[config.mk]
export PLATFORM = sky130hd
export DESIGN_NAME = axil_reg_slave
export DESIGN_NICKNAME = d
export VERILOG_FILES = /design/src/rtl/axil_reg_slave.sv
export SDC_FILE = /design/constraint.sdc
export NUM_CORES = 1
export LEC_CHECK = 0
export CAP_MARGIN = 10
export CORE_MARGIN = 8
export CORE_UTILIZATION = 40
export CTS_CLUSTER_DIAMETER = 100
export DETAILED_ROUTE_END_ITERATION = 10
export PLACE_DENSITY = 0.67
export SYNTH_ARGS = -nofsm -noshare
export SYNTH_HDL_FRONTEND = slang
export SYNTH_SLANG_ARGS = --single-unit
[constraint.sdc]
create_clock -name s_axi_aclk -period 32.3 [get_ports s_axi_aclk]
set_clock_uncertainty 0.2 [all_clocks]
set_input_delay 6.46 -clock s_axi_aclk [delete_from_list [all_inputs] [get_ports s_axi_aclk]]
set_output_delay 6.46 -clock s_axi_aclk [all_outputs]
set_load 0.1 [all_outputs]
[src/rtl/axil_reg_slave.sv]
// axil_reg_slave: AXI4-Lite register bank; `AXIL_REG_SLAVE_ERR_EN enables range check with SLVERR
module axil_reg_slave #(
    parameter int S_AXI_ADDR_WIDTH = 32,
    parameter int NUM_REGS = 16,
    parameter int IDX_W = 4
) (
    input  logic                        s_axi_aclk,
    input  logic                        s_axi_areset,
    input  logic [S_AXI_ADDR_WIDTH-1:0] s_axi_awaddr,
    input  logic [2:0]                  s_axi_awprot,
    input  logic                        s_axi_awvalid,
    output logic                        s_axi_awready,
    input  logic [31:0]                 s_axi_wdata,
    input  logic [3:0]                  s_axi_wstrb,
    input  logic                        s_axi_wvalid,
    output logic                        s_axi_wready,
    output logic [1:0]                  s_axi_bresp,
    output logic                        s_axi_bvalid,
    input  logic                        s_axi_bready,
    input  logic [S_AXI_ADDR_WIDTH-1:0] s_axi_araddr,
    input  logic [2:0]                  s_axi_arprot,
    input  logic                        s_axi_arvalid,
    output logic                        s_axi_arready,
    output logic [31:0]                 s_axi_rdata,
    output logic [1:0]                  s_axi_rresp,
    output logic                        s_axi_rvalid,
    input  logic                        s_axi_rready,
    output logic [NUM_REGS*32-1:0]      regs_o,
    output logic [NUM_REGS-1:0]         wr_pulse_o
);
    typedef enum logic {W_IDLE, W_RESP} w_state_t;
    typedef enum logic {R_IDLE, R_DATA} r_state_t;
    w_state_t w_state, w_next;
    r_state_t r_state, r_next;
    logic aw_held, w_held, aw_hs, w_hs, ar_hs, commit, w_in, r_in;
    logic [S_AXI_ADDR_WIDTH-1:0] aw_addr_q, w_addr;
    logic [31:0] w_data_q, w_data;
    logic [3:0] w_strb_q, w_strb;
    logic [IDX_W-1:0] w_idx, r_idx;
    logic [31:0] regs [NUM_REGS];
    logic unused_ok;
    assign s_axi_awready = !s_axi_areset && w_state == W_IDLE && !aw_held;
    assign s_axi_wready  = !s_axi_areset && w_state == W_IDLE && !w_held;
    assign s_axi_arready = !s_axi_areset && r_state == R_IDLE;
    assign s_axi_bvalid  = w_state == W_RESP;
    assign s_axi_rvalid  = r_state == R_DATA;
    assign aw_hs  = s_axi_awvalid && s_axi_awready;
    assign w_hs   = s_axi_wvalid && s_axi_wready;
    assign ar_hs  = s_axi_arvalid && s_axi_arready;
    assign commit = w_state == W_IDLE && (aw_held || aw_hs) && (w_held || w_hs);
    assign w_addr = aw_held ? aw_addr_q : s_axi_awaddr;
    assign w_data = w_held ? w_data_q : s_axi_wdata;
    assign w_strb = w_held ? w_strb_q : s_axi_wstrb;
    assign w_idx  = IDX_W'(32'(w_addr[IDX_W+1:2]) % NUM_REGS);
    assign r_idx  = IDX_W'(32'(s_axi_araddr[IDX_W+1:2]) % NUM_REGS);
`ifdef AXIL_REG_SLAVE_ERR_EN
    localparam logic [S_AXI_ADDR_WIDTH-3:0] num_regs_a = (S_AXI_ADDR_WIDTH-2)'(NUM_REGS);
    assign w_in = w_addr[S_AXI_ADDR_WIDTH-1:2] < num_regs_a;
    assign r_in = s_axi_araddr[S_AXI_ADDR_WIDTH-1:2] < num_regs_a;
`else
    assign w_in = 1'b1;
    assign r_in = 1'b1;
`endif
    assign unused_ok = ^{s_axi_awprot, s_axi_arprot, w_addr, s_axi_araddr};
    for (genvar i = 0; i < NUM_REGS; i++) assign regs_o[32*i +: 32] = regs[i];
    always_comb begin
        w_next = commit ? W_RESP : (s_axi_bvalid && s_axi_bready) ? W_IDLE : w_state;
        r_next = ar_hs ? R_DATA : (s_axi_rvalid && s_axi_rready) ? R_IDLE : r_state;
    end
    always_ff @(posedge s_axi_aclk or posedge s_axi_areset) begin
        if (s_axi_areset) begin
            w_state <= W_IDLE;
            r_state <= R_IDLE;
        end else begin
            w_state <= w_next;
            r_state <= r_next;
        end
    end
    always_ff @(posedge s_axi_aclk or posedge s_axi_areset) begin
        if (s_axi_areset) begin
            aw_held     <= 1'b0;
            w_held      <= 1'b0;
            aw_addr_q   <= '0;
            w_data_q    <= '0;
            w_strb_q    <= '0;
            s_axi_bresp <= 2'b00;
            wr_pulse_o  <= '0;
            for (int i = 0; i < NUM_REGS; i++) regs[i] <= '0;
        end else begin
            aw_held    <= !commit && (aw_held || aw_hs);
            w_held     <= !commit && (w_held || w_hs);
            wr_pulse_o <= commit && w_in ? NUM_REGS'(1) << w_idx : '0;
            if (aw_hs) aw_addr_q <= s_axi_awaddr;
            if (w_hs) begin
                w_data_q <= s_axi_wdata;
                w_strb_q <= s_axi_wstrb;
            end
            if (commit) s_axi_bresp <= w_in ? 2'b00 : 2'b10;
            for (int i = 0; i < NUM_REGS; i++)
                for (int b = 0; b < 4; b++)
                    if (commit && w_in && w_idx == IDX_W'(i) && w_strb[b])
                        regs[i][8*b +: 8] <= w_data[8*b +: 8];
        end
    end
    // Sampling regs before the same-edge write commits gives read-before-write ordering
    always_ff @(posedge s_axi_aclk or posedge s_axi_areset) begin
        if (s_axi_areset) begin
            s_axi_rdata <= '0;
            s_axi_rresp <= 2'b00;
        end else if (ar_hs) begin
            s_axi_rdata <= r_in ? regs[r_idx] : '0;
            s_axi_rresp <= r_in ? 2'b00 : 2'b10;
        end
    end
endmodule
==> flow_metrics.tcl, run 1 <==
set metrics [dict create \
    synth_area_per_cell_um2 15.3 \
    setup-tns-final_ps 0 \
    dieArea_um2 78000 \
    synth_area_um2 27700 \
    ir_drop_mv 0.0656 \
    fmax_mhz 65.0 \
    crit_end "s_axi_awready" \
    first_global_vias 20223 \
    synthToLayoutAreaGrowth_pct 32.9 \
    rsz0062_at_grt "false" \
    synth_area_leaders "dfrtp_1 54%, mux2_2 24%, mux4_2 6.5%" \
    powerDensity_nw_per_um2 112 \
    place_area_um2 34700 \
    nets 2507 \
    dp_hpwl_mm 71.4 \
    yosysMostFrequentCell "dfrtp_1" \
    worstMarginPinSlew_ps 1250 \
    fill_cells 5698 \
    row_count 96 \
    cts_tree "yes" \
    crit_path_end_kind "primary output" \
    wire_per_inst_um 31.2 \
    netlist_instances 1812 \
    synth_top_cell_by_area "dfrtp_1" \
    worstSkewPairLatency_ps 610 \
    leakage_nw 16.5 \
    synth_top_area_frac 0.545 \
    antenna_found_initial 6 \
    die_h_um 279 \
    drtPass1Iterations 5 \
    cts_made_buffers 70 \
    finalWeightedCongestion 0.830 \
    rr_startpoint "w_held" \
    wl_mm 105 \
    ant_nets 0 \
    crit_fanout 9 \
    htree_levels 3 \
    fin_crit_ps 15380 \
    drv_slew 0 \
    pin_count 682 \
    core_area_um2 68600 \
    numPortBuffers 615 \
    grt_max_degree 127 \
    ys_warn_count 0 \
    initial_core_util 0.404 \
    seq_area_frac_synth 0.545 \
    path_clk_slew_ps 50 \
    required_ps 25640 \
    r2r_setup_slack_ps 28460 \
    ys_async_sr_fraction 1.00 \
    drv_cap 0 \
    run_status "complete, no violations" \
    cp-startpoint "s_axi_areset" \
    synth_flop_cell "dfrtp_1" \
    arrival_ps 8720 \
    hp-class "reg2reg" \
    final_util 0.537 \
    setup_viol 0 \
    p_total_mw 4.12 \
    path_class "in2out" \
    synth_cell_types 47 \
    crit_path_start_kind "input pin" \
    grt_pass1_wl_mm 151 \
    cts.hold.buffers_added 0 \
    cts.sinks 604 \
    drc 0 \
    cts.path.max_buffers 3 \
    slew_headroom 0.161 \
    synth_commonest_cells "604 x dfrtp_1, 586 x mux2_2, 130 x mux2i_1" \
    hold_viol 0 \
    first_iter_violations 1376 \
    post-route-period-util 0.476 \
    grt_overflow 0 \
    grt_util_all_layers 0.264 \
    via_per_inst 5.64 \
    worstReg2RegEnd "regs_o[330]" \
    rr_worst_depth 5 \
    layout-drive-gt1-share 0.351 \
    via_count 19032 \
    synth_edf_count 0 \
    die_w_um 279 \
    ys_ff_latch 604 \
    fin_area_um2 36900 \
    cts_setup_buffers 0 \
    postCtsResizedCells 0 \
    root_buffer "clkbuf_16" \
]
==> layer usage <==
metal / vias to the layer above / routed length, um / part of all wire / track usage
met4: 2 / 4200 / 0.040 / 0.0959
met3: 175 / 6840 / 0.065 / 0.0640
li1: 7975 / - / - / -
met2: 646 / 52400 / 0.50 / 0.447
met1: 10234 / 41800 / 0.40 / 0.326
met5: - / 12 / 0.00011 / 0
==> critical path: stages <==
cell and delay (ps):
clkdlybuf4s50_1 640, nor3_1 410, clkdlybuf4s50_1 1200
==> report_power, final <==
part	switching, mW	internal (mW)
combinational	1.70	0.533
sequential	0.169	0.956
clock	0.322	0.444
total	2.19	1.93
==> worst min-delay path by stage <==
stage | slack (ps) | start | to | cells after the start
6_report | 300 | w_data_q[7] | w_data_q[7] | 1
4_1_cts | 300 | s_axi_rdata[7] | s_axi_rdata[7] | 2
5_1_grt | 320 | w_data_q[0] | w_data_q[0] | 1
3_3_place_gp | 280 | w_data_q[12] | w_data_q[12] | 1
3_5_place_dp | 290 | s_axi_rdata[7] | s_axi_rdata[7] | 2
2_1_floorplan | 270 | w_data_q[27] | w_data_q[27] | 1
==> cells in the final DEF (no fill, tap or decap), types with 4 or more instances in the layout <==
cell             instances
mux2_2                 586
nor4_4                   4
mux4_2                  80
nor3_1                   7
clkbuf_16               71
buf_4                   27
a221oi_1                21
or3b_1                  10
o21ai_4                  4
conb_1                   4
a22oi_1                 52
diode_2                  4
mux2_1                   9
dfrtp_1                603
clkbuf_8                12
nor3_2                  10
clkbuf_1                23
mux2i_1                130
nand2_1                  7
nor2_1                  17
o21ai_0                 45
nor3_4                  27
nand3_1                 11
clkinv_2                 4
clkdlybuf4s50_1        612
==> per-stage QoR <==
step	cells	hold WS, ps	setup WS (ps)
2_1_floorplan	1815	275	8600
3_3_place_gp	3253	283	17000
3_5_place_dp	3253	286	16950
6_report	3376	304	16920
4_1_cts	3372	300	16950
5_1_grt	3373	316	16830
==> cell type report <==
cell class | count | area (um2) | area share
flip-flops and latches | 604 | 15100 | 0.410
well taps | 931 | 1160 | 0.0316
multi-input cells | 1074 | 12000 | 0.326
diodes | 4 | 10.0 | 0.000272
repair buffers | 640 | 6340 | 0.172
clock buffers | 106 | 2030 | 0.0550
clock inverters | 13 | 158 | 0.00428
inverters | 4 | 22.5 | 0.000611
==> state kept, by name (all words and copies together), names as in the netlist <==
register	cells
s_axi_rdata	32
w_data_q	32
w_strb_q	4
s_axi_rvalid	1
regs_o	512
wr_pulse_o	16
s_axi_bvalid	1
aw_addr_q	4
aw_held	1
w_held	1
==> kinds of logic after synthesis <==
logic type / after synthesis / synth area share
and+or+nand+nor: 124 / 0.0406
AOI/OAI and AO/OA: 141 / 0.0368
other: 1 / 0.000135
muxes: 805 / 0.353
buffers and inverters: 137 / 0.0240
DFF: 604 / 0.545
Power figures use the tool's default switching activity.
==> inputs of run 2 (changes only) <==
==> constraint.sdc (replaced) <==
create_clock -name s_axi_aclk -period 16.1 [get_ports s_axi_aclk]
set_clock_uncertainty 0.2 [all_clocks]
set_input_delay 3.22 -clock s_axi_aclk [delete_from_list [all_inputs] [get_ports s_axi_aclk]]
set_output_delay 3.22 -clock s_axi_aclk [all_outputs]
set_load 0.1 [all_outputs]
==> run 2 against run 1 <==
Worst hold slack lost 1.8 ps. Sequential share of layout area fell by 0.24 points. Combinational power is 100% higher. Die area stayed put. Design area up 0.59%. Via count hardly changed. Final cell count grew 0.15%. Global-route usage decreased by 0.13 points. Clock power up 110%. Routed wire length is 0.48% lower. Sequential cell count is the same.
==> flow_metrics.tcl, run 2 (synthesized netlist as in run 1, its figures left out) <==
set metrics [dict create \
    run_status "complete, no violations" \
    slowest_stage "clkdlybuf4s50_1" \
    die_w_um 279 \
    rsz0062_at_grt "false" \
    path_cells "clkdlybuf4s50_1 -> nor3_1 -> clkdlybuf4s50_1" \
    cts_made_buffers 69 \
    r2r_setup_slack_ps 12150 \
    crit_path_end_kind "primary output" \
    rr_startpoint "aw_held" \
    worst_slack_ps 7360 \
    cts.sinks 604 \
    p_total_mw 8.36 \
    post-place-ws_ps 7360 \
    drv_cap 0 \
    crit_fanout 9 \
    slew_headroom 0.120 \
    drtPass1Iterations 5 \
    drc 0 \
    worstMarginPinSlew_ps 1320 \
    nets 2506 \
    path_delay_family "buffers and inverters" \
    layout-drive-gt1-share 0.357 \
    hold_viol 0 \
    antenna_found_initial 11 \
    via_count 19025 \
    path_class "in2out" \
    dieArea_um2 78000 \
    crit_path_start_kind "input pin" \
    initial_core_util 0.404 \
    synthToLayoutAreaGrowth_pct 33.7 \
    wl_mm 105 \
    grt_max_degree 182 \
    grt_pass1_wl_mm 150 \
    grt_util_all_layers 0.262 \
    numPortBuffers 615 \
    hold_depth 1 \
    rr_worst_depth 4 \
    path_buf_inv 2 \
    postCtsResizedCells 0 \
    finalWeightedCongestion 0.832 \
    first_global_vias 20351 \
    ir_drop_mv 0.147 \
    ant_nets 0 \
    fill_cells 5655 \
    hold_start "w_data_q[2]" \
    row_count 96 \
    cts.hold.buffers_added 0 \
    mostFrequentLayoutCell "clkdlybuf4s50_1" \
    wire_per_inst_um 31.0 \
    cts_setup_buffers 0 \
    final_cell_mix "612 x clkdlybuf4s50_1, 603 x dfrtp_1, 586 x mux2_2" \
    core_area_um2 68600 \
    dp_hpwl_mm 70.8 \
    post-route-period-util 0.543 \
    fmax_mhz 114 \
    pin_count 682 \
    max_stage_delay_ps 1210 \
    seq_area_um2 15100 \
    setup-tns-final_ps 0 \
    hold_path_end "w_data_q[2]" \
    arrival_ps 5320 \
    largest_register_ffs 512 \
    fin_crit_ps 8740 \
    first_iter_violations 1370 \
    required_ps 12680 \
    htree_levels 3 \
    root_buffer "clkbuf_16" \
    worstSkewPairLatency_ps 600 \
    hp-class "reg2reg" \
    grt_overflow 0 \
    setup_viol 0 \
    die_h_um 279 \
    powerDensity_nw_per_um2 225 \
    drv_slew 0 \
    worstReg2RegEnd "regs_o[506]" \
    via_per_inst 5.63 \
    leakage_nw 16.6 \
    path_clk_slew_ps 60 \
    cts.path.max_buffers 3 \
    hold_slack_ps 302 \
    cts_tree "yes" \
    crit_top_cell "clkdlybuf4s50_1" \
    multi_input_area_um2 12000 \
]
## run 2: cell types whose count changed in the layout (fill, tap and decap cells not counted)
cell | previous run | this run
dfrtp_2 | 1 | 0
inv_16 | 2 | 0
clkinvlp_4 | 0 | 2
bufinv_16 | 1 | 6
clkinv_2 | 4 | 8
diode_2 | 4 | 5
clkbuf_8 | 12 | 19
inv_8 | 1 | 0
buf_4 | 27 | 25
dfrtp_4 | 0 | 1
buf_12 | 0 | 2
clkbuf_1 | 23 | 12
## run 2: layout make-up
class	instances	area share
tap	931	0.0314
antenna	5	0.000337
clock inverter	21	0.00796
multi-input combinational	1074	0.324
timing repair buffer	640	0.172
inverter	4	0.000506
sequential	604	0.408
clock buffer	102	0.0562
## run 2: metrics by stage
stage	instance area [um2]	utilization	std cells
6_report	37100	0.541	3381
5_1_grt	37100	0.541	3378
4_1_cts	37100	0.540	3376
3_5_place_dp	34700	0.506	3253
3_3_place_gp	34700	0.506	3253
2_1_floorplan	27700	-	1815
## run 2: where the power goes
part	internal [mW]	total (mW)	switching [mW]
Sequential	1.92	2.26	0.339
Clock	0.995	1.64	0.642
Combinational	1.07	4.46	3.39
Total	3.98	8.36	4.37
## run 2: per-layer routing
| layer | vias to the layer above | part of all wire | GRT usage | wire length [um] |
|---|---|---|---|---|
| met2 | 726 | 0.49 | 0.442 | 51800 |
| met3 | 200 | 0.070 | 0.0603 | 7330 |
| li1 | 7984 | - | - | - |
| met4 | 8 | 0.043 | 0.104 | 4520 |
| met5 | - | 0.00050 | 0 | 52 |
| met1 | 10107 | 0.39 | 0.326 | 41100 |
## run 2: worst max-delay path by stage
stage,start,slack (ps),cells past startpoint,to
after floorplan,s_axi_areset,2730,5,w_held
after global placement,s_axi_areset,7360,3,s_axi_awready
after detailed placement,s_axi_areset,7360,3,s_axi_awready
after CTS,s_axi_areset,7360,3,s_axi_awready
after global routing,s_axi_areset,7240,3,s_axi_wready
final,s_axi_areset,7360,3,s_axi_awready
==> inputs of run 3 (changes only) <==
==> constraint.sdc (replaced) <==
create_clock -name s_axi_aclk -period 8.5 [get_ports s_axi_aclk]
set_clock_uncertainty 0.2 [all_clocks]
set_input_delay 1.7 -clock s_axi_aclk [delete_from_list [all_inputs] [get_ports s_axi_aclk]]
set_output_delay 1.7 -clock s_axi_aclk [all_outputs]
set_load 0.1 [all_outputs]
==> run 3 against run 2 <==
Combinational power up 89%. Design area is 0.35% lower. Via count about the same. Clock-buffer cell count increased by 3. Routed wire length rose by 0.21%. Critical path depth stayed put. Clock power up 80%. Critical path type unchanged.
==> flow_metrics.tcl, run 3 (synthesized netlist as in run 1, its figures left out) <==
set metrics [dict create \
    grt_util_all_layers 0.262 \
    crit_path_end_kind "primary output" \
    initial_core_util 0.404 \
    rsz0062_at_grt "false" \
    fill_cells 5573 \
    crit_fanout 9 \
    fmax_mhz 172 \
    path_class "in2out" \
    grt_pass1_wl_mm 149 \
    grt_overflow 0 \
    via_per_inst 5.63 \
    die_h_um 279 \
    cts.hold.buffers_added 0 \
    grt_max_degree 176 \
    dieArea_um2 78000 \
    htree_levels 3 \
    drv_cap 0 \
    largest_register_ffs 512 \
    seq_area_um2 15100 \
    multi_input_area_um2 12000 \
    mostFrequentLayoutCell "clkdlybuf4s50_1" \
    cts.sinks 604 \
    numPortBuffers 615 \
    setup_viol 0 \
    powerDensity_nw_per_um2 424 \
    worstMarginPinSlew_ps 1250 \
    core_area_um2 68600 \
    finalWeightedCongestion 0.819 \
    nets 2507 \
    drtPass1Iterations 5 \
    arrival_ps 3910 \
    cts_setup_buffers 0 \
    post-place-cells 3252 \
    pin_count 682 \
    cts_tree "yes" \
    ant_nets 0 \
    cts_made_buffers 70 \
    crit_path_start_kind "input pin" \
    hold_viol 0 \
    root_buffer "clkbuf_16" \
    drv_slew 0 \
    cts.path.max_buffers 3 \
    ir_drop_mv 0.318 \
    run_status "complete, no violations" \
    antenna_found_initial 7 \
    layout-drive-gt1-share 0.355 \
    fin_crit_ps 5810 \
    final_cell_mix "612 x clkdlybuf4s50_1, 603 x dfrtp_1, 586 x mux2_2" \
    slew_headroom 0.163 \
    via_count 19024 \
    drc 0 \
    worstSkewPairLatency_ps 600 \
    first_global_vias 20004 \
    synthToLayoutAreaGrowth_pct 33.2 \
    die_w_um 279 \
    path_clk_slew_ps 60 \
    row_count 96 \
    hp-class "reg2reg" \
    worst_slack_ps 2690 \
    required_ps 6600 \
    post-route-period-util 0.684 \
    wire_per_inst_um 31.1 \
    wl_mm 105 \
    dp_hpwl_mm 70.7 \
    leakage_nw 16.5 \
    first_iter_violations 1131 \
    postCtsResizedCells 0 \
    final_cell_count_no_fill 3379 \
    post-place-ws_ps 2710 \
]
## run 3: through the flow
| step | instance area [um2] | power (mW) | TNS, ps | hold slack (ps) | utilization |
|---|---|---|---|---|---|
| after floorplan | 27800 | 10.6 | -1081360 | 275 | - |
| after global placement | 34700 | 12.7 | 0 | 283 | 0.506 |
| after detailed placement | 34700 | 12.8 | 0 | 287 | 0.506 |
| after CTS | 36900 | 15.8 | 0 | 301 | 0.538 |
| after global routing | 36900 | 16.1 | 0 | 311 | 0.539 |
| final | 37000 | 15.7 | 0 | 295 | 0.539 |
## run 3: metal layers
metal	vias to the layer above	GRT usage	wire length [um]
met2	673	0.442	52000
met5	-	0	9
met4	2	0.101	4270
li1	7974	-	-
met1	10188	0.329	42200
met3	187	0.0559	6540
## run 3: final cells by class
cell class | count | share of cell area
Antenna cell | 4 | 0.000271
Clock buffer | 105 | 0.0564
Clock inverter | 17 | 0.00406
Inverter | 4 | 0.000508
Multi-Input combinational cell | 1074 | 0.325
Sequential cell | 604 | 0.409
Tap cell | 931 | 0.0315
Timing Repair Buffer | 640 | 0.173
## run 3: worst max-delay path, cell delays in order
cell and delay [ps]:
clkdlybuf4s50_1 610, nor3_1 380, clkdlybuf4s50_1 1210
## run 3: final timing paths
path / from / endpoint / slack, ps / depth (start not counted)
max reg2reg: w_held / regs_o[320] / 4670 / 4
min: s_axi_rdata[15] / s_axi_rdata[15] / 300 / 2
max: s_axi_areset / s_axi_awready / 2690 / 3
max in group asynchronous: s_axi_areset / regs_o[339] / 4870 / 4
min reg2reg: s_axi_rdata[15] / s_axi_rdata[15] / 300 / 2
min in group asynchronous: s_axi_areset / regs_o[103] / 1520 / 2
## run 3: power breakdown
| part | switching [mW] | internal [mW] |
|---|---|---|
| sequential | 0.685 | 3.63 |
| combinational | 6.38 | 2.03 |
| clock | 1.22 | 1.73 |
